File: src/rtl/bcd_to_bin_conv.sv
// ----------------------------------------------------------------------------
// bcd_to_bin_conv
//   Sequential packed-BCD to binary converter. An accepted word is walked one
//   digit per clock, most significant digit first, with a multiply-by-10
//   accumulate. Any nibble above 9 flags the result as erroneous and masks the
//   binary value to zero. Valid/ready handshakes on both sides; every output
//   comes straight from a register.
//
// Ports
//   clk        in   1              system clock, rising edge
//   reset      in   1              synchronous, active-high reset
//   in_valid   in   1              in_bcd holds a word to convert
//   in_ready   out  1              converter idle; word taken this cycle if in_valid
//   in_bcd     in   4*NUM_DIGITS   packed BCD, [3:0]=ones, MSD at the top
//   out_valid  out  1              out_val/out_err hold a finished result
//   out_ready  in   1              consumer takes the result this cycle if out_valid
//   out_val    out  OUT_W          binary result, 0 when out_err=1
//   out_err    out  1              at least one nibble of the word was > 9
// ----------------------------------------------------------------------------
module bcd_to_bin_conv #(
   parameter int NUM_DIGITS = 4,
   parameter int OUT_W      = 14
) (
   input  logic                    clk,
   input  logic                    reset,
   input  logic                    in_valid,
   output logic                    in_ready,
   input  logic [4*NUM_DIGITS-1:0] in_bcd,
   output logic                    out_valid,
   input  logic                    out_ready,
   output logic [OUT_W-1:0]        out_val,
   output logic                    out_err
);

   localparam int IN_W  = 4 * NUM_DIGITS;
   localparam int IDX_W = (NUM_DIGITS > 1) ? $clog2(NUM_DIGITS) : 1;

   typedef enum logic [1:0] {
      ST_IDLE = 2'd0,
      ST_CONV = 2'd1,
      ST_DONE = 2'd2
   } state_t;

   // A nibble is a legal decimal digit only for values 0..9.
   function automatic logic nibble_illegal(input logic [3:0] nib);
      return (nib > 4'd9);
   endfunction

   state_t               state_r,     state_s;
   logic [IN_W-1:0]      shift_r,     shift_s;
   logic [OUT_W-1:0]     acc_r,       acc_s;
   logic [IDX_W-1:0]     idx_r,       idx_s;
   logic                 err_r,       err_s;
   logic                 in_ready_r,  in_ready_s;
   logic                 out_valid_r, out_valid_s;
   logic [OUT_W-1:0]     out_val_r,   out_val_s;
   logic                 out_err_r,   out_err_s;

   logic [3:0]           digit_s;
   logic [OUT_W+3:0]     acc_x10_s;
   logic [OUT_W-1:0]     acc_step_s;
   logic                 err_step_s;

   // Digit datapath: the word is shifted left so the current digit is always on top.
   always_comb begin
      digit_s    = shift_r[IN_W-1 -: 4];
      acc_x10_s  = ({4'b0000, acc_r} << 4'd3) + ({4'b0000, acc_r} << 4'd1)
                 + {{OUT_W{1'b0}}, digit_s};
      acc_step_s = acc_x10_s[OUT_W-1:0];
      err_step_s = err_r | nibble_illegal(digit_s);
   end

   // Next-state and next-output decode for the IDLE -> CONV -> DONE sequence.
   always_comb begin
      state_s     = state_r;
      shift_s     = shift_r;
      acc_s       = acc_r;
      idx_s       = idx_r;
      err_s       = err_r;
      in_ready_s  = in_ready_r;
      out_valid_s = out_valid_r;
      out_val_s   = out_val_r;
      out_err_s   = out_err_r;

      case (state_r)
         ST_IDLE: begin
            if (in_valid) begin
               state_s    = ST_CONV;
               shift_s    = in_bcd;
               acc_s      = '0;
               idx_s      = IDX_W'(NUM_DIGITS - 1);
               err_s      = 1'b0;
               in_ready_s = 1'b0;
            end else begin
               in_ready_s = 1'b1;
            end
         end

         ST_CONV: begin
            shift_s = shift_r << 4'd4;
            acc_s   = acc_step_s;
            err_s   = err_step_s;
            if (idx_r == '0) begin
               // Last digit: publish the result from the values being written now.
               state_s     = ST_DONE;
               out_valid_s = 1'b1;
               out_err_s   = err_step_s;
               out_val_s   = err_step_s ? '0 : acc_step_s;
            end else begin
               idx_s = idx_r - IDX_W'(1);
            end
         end

         ST_DONE: begin
            if (out_ready) begin
               // in_ready rises only after the handoff edge; no bypass into a new accept.
               state_s     = ST_IDLE;
               in_ready_s  = 1'b1;
               out_valid_s = 1'b0;
               out_val_s   = '0;
               out_err_s   = 1'b0;
            end else begin
               out_valid_s = 1'b1;
            end
         end

         default: begin
            state_s     = ST_IDLE;
            in_ready_s  = 1'b1;
            out_valid_s = 1'b0;
            out_val_s   = '0;
            out_err_s   = 1'b0;
         end
      endcase
   end

   // State and output registers; reset abandons any conversion in flight.
   always_ff @(posedge clk) begin
      if (reset) begin
         state_r     <= ST_IDLE;
         shift_r     <= '0;
         acc_r       <= '0;
         idx_r       <= '0;
         err_r       <= 1'b0;
         in_ready_r  <= 1'b1;
         out_valid_r <= 1'b0;
         out_val_r   <= '0;
         out_err_r   <= 1'b0;
      end else begin
         state_r     <= state_s;
         shift_r     <= shift_s;
         acc_r       <= acc_s;
         idx_r       <= idx_s;
         err_r       <= err_s;
         in_ready_r  <= in_ready_s;
         out_valid_r <= out_valid_s;
         out_val_r   <= out_val_s;
         out_err_r   <= out_err_s;
      end
   end

   assign in_ready  = in_ready_r;
   assign out_valid = out_valid_r;
   assign out_val   = out_val_r;
   assign out_err   = out_err_r;

endmodule
File: config.mk
export PLATFORM = sky130hd
export DESIGN_NAME = bcd_to_bin_conv
export DESIGN_NICKNAME = d
export VERILOG_FILES = /design/src/rtl/bcd_to_bin_conv.sv
export SDC_FILE = /design/constraint.sdc
export NUM_CORES = 1
export LEC_CHECK = 0
export BUFFER_PORTS_ARGS = -buffer_cell sky130_fd_sc_hd__clkbuf_2
export CORE_MARGIN = 2
export CORE_UTILIZATION = 46
export CTS_CLUSTER_DIAMETER = 200
export DETAILED_ROUTE_END_ITERATION = 10
export GPL_ROUTABILITY_DRIVEN = 0
export GPL_TIMING_DRIVEN = 0
export HOLD_SLACK_MARGIN = 0.08
export PLACE_DENSITY_LB_ADDON = 0.08
export SYNTH_ARGS = -nofsm -noshare
export SYNTH_HDL_FRONTEND = slang
export SYNTH_SLANG_ARGS = --single-unit
File: constraint.sdc
create_clock -name clk -period 3.15 [get_ports clk]
set_clock_uncertainty 0.15 [all_clocks]
set_input_delay 0.1575 -clock clk [delete_from_list [all_inputs] [get_ports clk]]
set_output_delay 0.1575 -clock clk [all_outputs]
set_load 0.005 [all_outputs]
[After elaboration in Yosys (flattened, before gate mapping)]
Index checks and enable logic that the tools add are counted.
Operators by class
  add/sub/neg operators: 3
  magnitude comparators: 1
  equality and inequality tests: 6
  multiplexer cells: 26
  bitwise operators: 3
  reductions and logical operators: 9
Operators by type and width (number)
  2-to-1 mux 14 bit: 3
  case mux 14 bit (3 select lines): 1
  case mux 16 bit (2 select lines): 1
  case mux 13 bit (2 select lines): 1
  2-to-1 mux 16 bit: 1
  adder 14 bit: 1
  adder 14 x 4 -> 14 bit: 1
  2-to-1 mux 13 bit: 1
  2-to-1 mux 2 bit: 5
  case mux 1 bit (3 select lines): 3
  AND reduction 3 bit: 3
  != test 2 bit, second input constant: 4
  2-to-1 mux 1 bit: 7
  case mux 2 bit (3 select lines): 1
  AND reduction 2 bit: 3
  > comparator 4 bit, second input constant: 1
  logical NOT 2 bit: 2
  case mux 2 bit (2 select lines): 1
  equality test 2 x 1 -> 1 bit, second input constant: 1
  equality test 2 bit, second input constant: 1
  inverter 1 bit: 2
  case mux 1 bit (2 select lines): 1
  nonzero test 2 bit: 1
  subtractor 2 x 1 -> 2 bit, second input constant: 1
  OR 1 bit: 1
Word-level totals
  register bits after elaboration: 51
  bits of input ports: 20
  output and inout port bits: 17
  word-level logic and storage cells: 57

[Longest topological paths before layout]
Gate-level depths: netlist of run 1.
  word-level depth: 5
  mapped depth: 9
  mapped depth without buffers: 9

[Worst setup path after synthesis of run 1]
No wires, ideal clock.
  kind: register to register
  start: register shift_r[15]
  end: register out_val_r[7] (netlist: out_val[7])
  library setup time: 0.117 ns
  arrival time: 2.197 ns
  required time: 2.883 ns
  setup slack: 0.685 ns
  stages on the path, launching flop included: 9
  path buffers: 0
  period minus slack after synthesis: 2.465 ns
  cell sequence: dfxtp_1 > inv_1 > fa_1 > inv_1 > ha_1 > a21o_1 > and4_1 > or3_1 > a32o_1
On the way
  cells in the longest elaborated chain, start to end: 5
  elaborated cells on any way between the ends: 6
  those cells by class: 1 x add/sub; 1 x order compare; 3 x mux; 1 x bitwise
Ends and longest elaborated chain
  from (decl): line 50  | logic [IN_W-1:0] shift_r, shift_s;
  from (signal assigned): line 151  | shift_r <= shift_s;
  branches (longest 2 deep; another with adder 14 x 4 -> 14 bit)
  2-to-1 mux 14 bit *: line 108  | out_val_s = err_step_s ? '0 : acc_step_s;
  2-to-1 mux 14 bit *: line 103  | if (idx_r == '0) begin
  case mux 14 bit (3 select lines) *: line 85  | case (state_r)
  to (signal assigned): line 157  | out_val_r <= out_val_s;
  to (decl): line 56  | logic [OUT_W-1:0] out_val_r, out_val_s;
Mark *: on every way between the ends. The select of a mux whose other input is x is not followed.
A chain may end at the register's enable or synchronous reset.

[Worst setup path in the final report of run 1]
  start: register shift_r[15]
  end: register out_val_r[10] (netlist: out_val[10])
Same word-level chain as after synthesis.

==> impl_metrics.toml, run 1 <==
[pwr]
p_leak_nw = 1.56
p_per_area_mw_per_mm2 = 688
peakVddDrop_mv = 0.375

[die]
die_area_mm2 = 0.00710
die_width_um = 84.3
die_h_um = 84.3
coreArea_mm2 = 0.00628
rows = 29
ios = 37
initial_core_util_pct = 47.2

[timing]
tightest_slew_ns = 0.884
finalMaxSlewViolations = 0
finalCritPeriodShare_pct = 87.6
tns_ns = 0
layout_setup_ws_ns = 0.391
slew_headroom_pct = 40.8
period_needed_ns = 2.76
grt_setup_unrepaired = "false"
finalHoldViolations = 0
max_freq_mhz = 362
setup_viol = 0

[synth]
synth_warnings = 0
avgSynthCellArea_um2 = 8.71
synth_compound_area_share_pct = 19.8
synthAdderAreaFrac_pct = 12.3
synth_xor_area_share_pct = 1.18
ys_ff_latch = 51
synth_seq_area_share_pct = 34.5
netlist_instances = 340
muxShareOfSynthArea_pct = 4.05
synth_top_family_by_area = "simple AND/OR/NAND/NOR gates"
synthFlopType = "dfxtp_1"
synth_edf_count = 0
ys_types = 48
synthArstFlopShare_pct = 0
yosysTopAreaCell = "dfxtp_1"
yosys.area_share.simple_pct = 22.9
mappedNetlistArea_mm2 = 0.00296
synth_area_leaders = "dfxtp_1, ha_1, nor2_1, mux2i_1, a21oi_1"
synth_top_area_share_pct = 34.5
synth_nets = 388

[min_path]
hp-class = "in -> reg"

[cts]
cts_buffers = 5
worstSkewPairLatency_ns = 0.31
post_cts_buffers = 0
cts.reportedPaths.clkPinSlew_ns = 0.10
clkSinkCount = 51
root_buffer = "clkbuf_8"
h-tree-depth = 2
clk_path_buf_depth = 2
cts_tree = "done"

[setup_path]
cp-start-kind = "flip-flop"
cp_max_fo = 5
critPathArrivalTime_ns = 2.82
required_ns = 3.21
end_kind = "flip-flop"
critPathKind = "reg -> reg"

[grt]
first_global_vias = 2586
grtUsageTotal_pct = 21.7
gr-total-overflow = 0
grt_pass1_wl_um = 12500
grt_max_degree = 18
grt_antenna_before_repair = 0

[cells_and_area]
layout.cells.most_common_list = "dfxtp_1, clkbuf_2, nor2_1"
nets = 448
mostFrequentLayoutCell = "dfxtp_1"
area_delta_synth_final_pct = 19.0
stdcell_count = 478
drive_above_1_share_pct = 15.2
diodes = 0

[job]
cap_viol_max_count = 0

[detailed_routing]
drc = 0
via_per_inst = 5.56
first_pass_iters = 5
routedWlPerCell_um = 15.2
vias = 2660
wirelength_um = 7290
drt_iter0_markers = 139
ant_nets = 0

[run_status]
status = "finished, final reports clean"

[placed_design]
place_hpwl_um = 5280
io_buffers = 36
pre_cts_slack_ns = 0.414
dp_cells = 453
-- flip-flops by register name, indices dropped and copies added, names as in the netlist --
| signal | flops |
|---|---|
| acc_r | 13 |
| idx_r | 2 |
| shift_r | 16 |
| err_r | 1 |
| in_ready | 1 |
| out_err | 1 |
| out_val | 14 |
| state_r | 2 |
| out_valid | 1 |
-- logic make-up after synthesis --
family,after synthesis
AOI/OAI and AO/OA,87
xor gates and xnor gates,4
adders and majority gates,28
buffers and inverters,34
DFF,51
muxes,12
and+or+nand+nor,124
-- layout make-up --
| class | instances | area (um2) |
|---|---|---|
| plain buffers | 20 | 104 |
| fillers | 603 | 2750 |
| well taps | 77 | 96.3 |
| inverters | 14 | 52.6 |
| clock inverters | 3 | 46.3 |
| flip-flops and latches | 51 | 1020 |
| clock buffers | 5 | 68.8 |
| repair buffers | 53 | 350 |
| multi-input cells | 255 | 1790 |
-- through the flow --
stage               cell area [um2]  hold slack, ns  util, %  power [mW]
finish                         3520           0.151     56.1        2.43
global route                   3520           0.160     56.1        2.61
detailed placement             3240           0.257     51.6        1.95
global placement               3240           0.246     51.6        1.93
CTS                            3520           0.139     56.1        2.44
floorplan                      2960           0.156        -        1.66
-- metal layers --
metal	track usage (%)	wire, um
met4	4.11	53
met1	29.7	3450
met2	36.7	3500
met5	0	0
met3	3.34	289
-- Yosys cell counts, types with 2 or more instances --
cell / instances
a32o_1: 5
nand4b_1: 4
o21ai_0: 14
clkbuf_1: 11
nor3_1: 11
a22oi_1: 5
mux2i_1: 12
nor2b_4: 2
nor2b_1: 3
nand2_1: 23
ha_1: 26
nand3b_1: 6
xnor2_1: 3
and4_1: 2
o31ai_1: 6
o21a_1: 6
buf_2: 5
dfxtp_1: 51
buf_6: 3
a21o_1: 6
a32oi_1: 4
nor2_1: 35
fa_1: 2
nand3_1: 13
or3_1: 9
a211oi_1: 13
nor4b_1: 4
nand4_1: 3
inv_1: 14
a21oi_1: 21
-- worst max-delay path, stage by stage (launching register included) --
cell and delay [ns]:
dfxtp_1 0.39, inv_1 0.08, fa_1 0.42, inv_1 0.06, ha_1 0.27, nor2b_1 0.18, o31ai_1 0.34, a21oi_1 0.18
or3_1 0.33, a32o_1 0.26
-- what timing repair did --
action / 4_1_cts / 5_1_grt
hold endpoints to repair: 17 / 0
resized for setup: 0 / 0
hold buffers: 17 / 0
-- path summary, 6_finish.rpt --
| kind | to | cells past startpoint | slack, ns | startpoint |
|---|---|---|---|---|
| worst max-delay path | out_val[10]$_SDFFE_PP0P_ | 9 | 0.39 | shift_r[15]$_SDFFE_PP0P_ |
| worst min-delay path | acc_r[10]$_SDFFE_PP0P_ | 4 | 0.15 | reset |
| worst max register to register | out_val[10]$_SDFFE_PP0P_ | 9 | 0.39 | shift_r[15]$_SDFFE_PP0P_ |
| worst min register to register | out_val[13]$_SDFFE_PP0P_ | 2 | 0.31 | out_val[13]$_SDFFE_PP0P_ |
-- power breakdown --
group	leakage [nW]	switching, mW	internal (mW)
Clock	0.0548	0.239	0.240
Sequential	0.416	0.0863	0.778
Combinational	1.09	0.674	0.409
Total	1.56	0.999	1.43
Note: power is estimated with default switching activity, not from simulation.
==> run 2: changes to the inputs <==
--- a/config.mk
+++ b/config.mk
@@ -14,6 +14,7 @@
 export GPL_TIMING_DRIVEN = 0
 export HOLD_SLACK_MARGIN = 0.08
 export PLACE_DENSITY_LB_ADDON = 0.08
+export REMOVE_ABC_BUFFERS = 1
 export SYNTH_ARGS = -nofsm -noshare
 export SYNTH_HDL_FRONTEND = slang
 export SYNTH_SLANG_ARGS = --single-unit
==> impl_metrics.toml, run 2 (synthesis gave the netlist of run 1 again) <==
[cts]
post_cts_buffers = 0
ctsResizeCount = 0
cts.reportedPaths.clkPinSlew_ns = 0.10
worstSkewPairLatency_ns = 0.31
clkSinkCount = 51
clk_path_buf_depth = 2
h-tree-depth = 2
cts_buffers = 5
root_buffer = "clkbuf_8"
cts_tree = "done"

[setup_path]
critPathArrivalTime_ns = 2.85
regToRegSetupSlack_ns = 0.35
critPathKind = "reg -> reg"
required_ns = 3.20
reg2reg_from = "state_r[1]$_SDFFE_PP0P_"
rr_endpoint = "out_val[6]$_SDFFE_PP0P_"
r2r_cells = 7
cp-startpoint = "state_r[1]$_SDFFE_PP0P_"
cp_max_fo = 43
end_kind = "flip-flop"
cp-start-kind = "flip-flop"

[cells_and_area]
mostFrequentLayoutCell = "dfxtp_1"
drive_above_1_share_pct = 14.4
diodes = 0
layout.cells.most_common_list = "dfxtp_1, clkbuf_2, nor2_1"
largest_reg_flops = 16
top_register = "shift_r"
area_delta_synth_final_pct = 15.5
stdcell_area_mm2 = 0.00342
stdcell_count = 459
fill_cells = 611
nets = 429

[detailed_routing]
via_per_inst = 5.55
drc = 0
wirelength_um = 6700
first_pass_iters = 4
drt_iter0_markers = 99
vias = 2549
routedWlPerCell_um = 14.6
ant_nets = 0

[timing]
grt_setup_unrepaired = "false"
tns_ns = 0
holdWs_ns = 0.310
setup_viol = 0
finalMaxSlewViolations = 0
period_needed_ns = 2.80
finalCritPeriodShare_pct = 88.9
finalHoldViolations = 0
tightest_slew_ns = 1.02
slew_headroom_pct = 31.7
max_freq_mhz = 357

[grt]
gr-total-overflow = 0
grt_max_degree = 52
grtUsageTotal_pct = 19.5
grt_pass1_wl_um = 11300
first_global_vias = 2344
grt_antenna_before_repair = 0

[die]
die_area_mm2 = 0.00710
ios = 37
rows = 29
die_width_um = 84.3
die_h_um = 84.3
coreArea_mm2 = 0.00628
initial_core_util_pct = 47.2

[placed_design]
place_hpwl_um = 4480
place_area_mm2 = 0.00314
dp_cells = 433
io_buffers = 36

[job]
cap_viol_max_count = 0

[min_path]
holdPathStages = 2
min_to = "out_val[13]$_SDFFE_PP0P_"
hp-class = "reg -> reg"
hp-start = "out_val[13]$_SDFFE_PP0P_"

[pwr]
sequentialPowerShare_pct = 38.1
netSwitchingFraction_pct = 41.6
p_leak_nw = 1.51
p_comb_share_pct = 43.8
p_per_area_mw_per_mm2 = 659
peakVddDrop_mv = 0.455
pwr-share-clk_pct = 18.0
p_int_mw = 1.32
netSwitchingPower_mw = 0.938

[run_status]
status = "finished, final reports clean"
==> run 2: layout make-up <==
cell class                      count  area (um2)  share of cell area [%]
Sequential cell                    51        1020                    29.8
Multi-Input combinational cell    255        1790                    52.4
Clock inverter                      2        16.3                   0.475
Inverter                           14        52.6                    1.54
Tap cell                           77        96.3                    2.82
Clock buffer                        6        82.6                    2.41
Timing Repair Buffer               54         360                    10.5
==> run 2: repair_timing <==
item,in CTS,in global routing
hold endpoints to repair,18,0
setup endpoints to repair,0,0
hold buffers,18,0
==> run 2: how the worst max path moves through the flow <==
stage	to	slack, ns
finish	out_val[6]$_SDFFE_PP0P_	0.35
global route	out_val[13]$_SDFFE_PP0P_	0.16
CTS	out_val[6]$_SDFFE_PP0P_	0.31
detailed placement	out_val[8]$_SDFFE_PP0P_	0.35
global placement	shift_r[3]$_SDFFE_PP0P_	-0.39
floorplan	out_val[6]$_SDFFE_PP0P_	0.42
==> run 2: critical path, cell delays in order, from the launching register on <==
cell,delay [ns]
dfxtp_1,0.34
inv_1,0.08
ha_2,0.81
nor2b_4,0.33
or3_1,0.41
nor2_8,0.11
and2_4,0.20
a32o_1,0.25
==> run 2: power by group through the flow <==
stage                     registers, mW  clock network (mW)  logic [mW]
after floorplan                   0.854                   0       0.733
after global placement            0.870                   0       0.968
after detailed placement          0.876                   0       0.986
after CTS                         0.860               0.426        1.01
after global routing              0.876               0.447        1.12
final                             0.860               0.406       0.989
==> run 2: per-layer routing <==
metal  up-vias  track usage [%]  wire length [um]  share of wire (%)
li1       1327                -                 -                  -
met1      1161             26.1              3260                 49
met2        53             32.1              3110                 46
met3         8             3.15               246                3.7
met4         0             6.45                90                1.3
met5         -                0                 0                  0
==> run 2: stage by stage <==
stage | util (%) | power (mW) | worst slack (ns)
detailed placement | 50.0 | 1.86 | 0.348
floorplan | - | 1.59 | 0.422
global route | 54.5 | 2.45 | 0.161
global placement | 50.0 | 1.84 | -0.387
finish | 54.5 | 2.26 | 0.349
CTS | 54.5 | 2.29 | 0.307
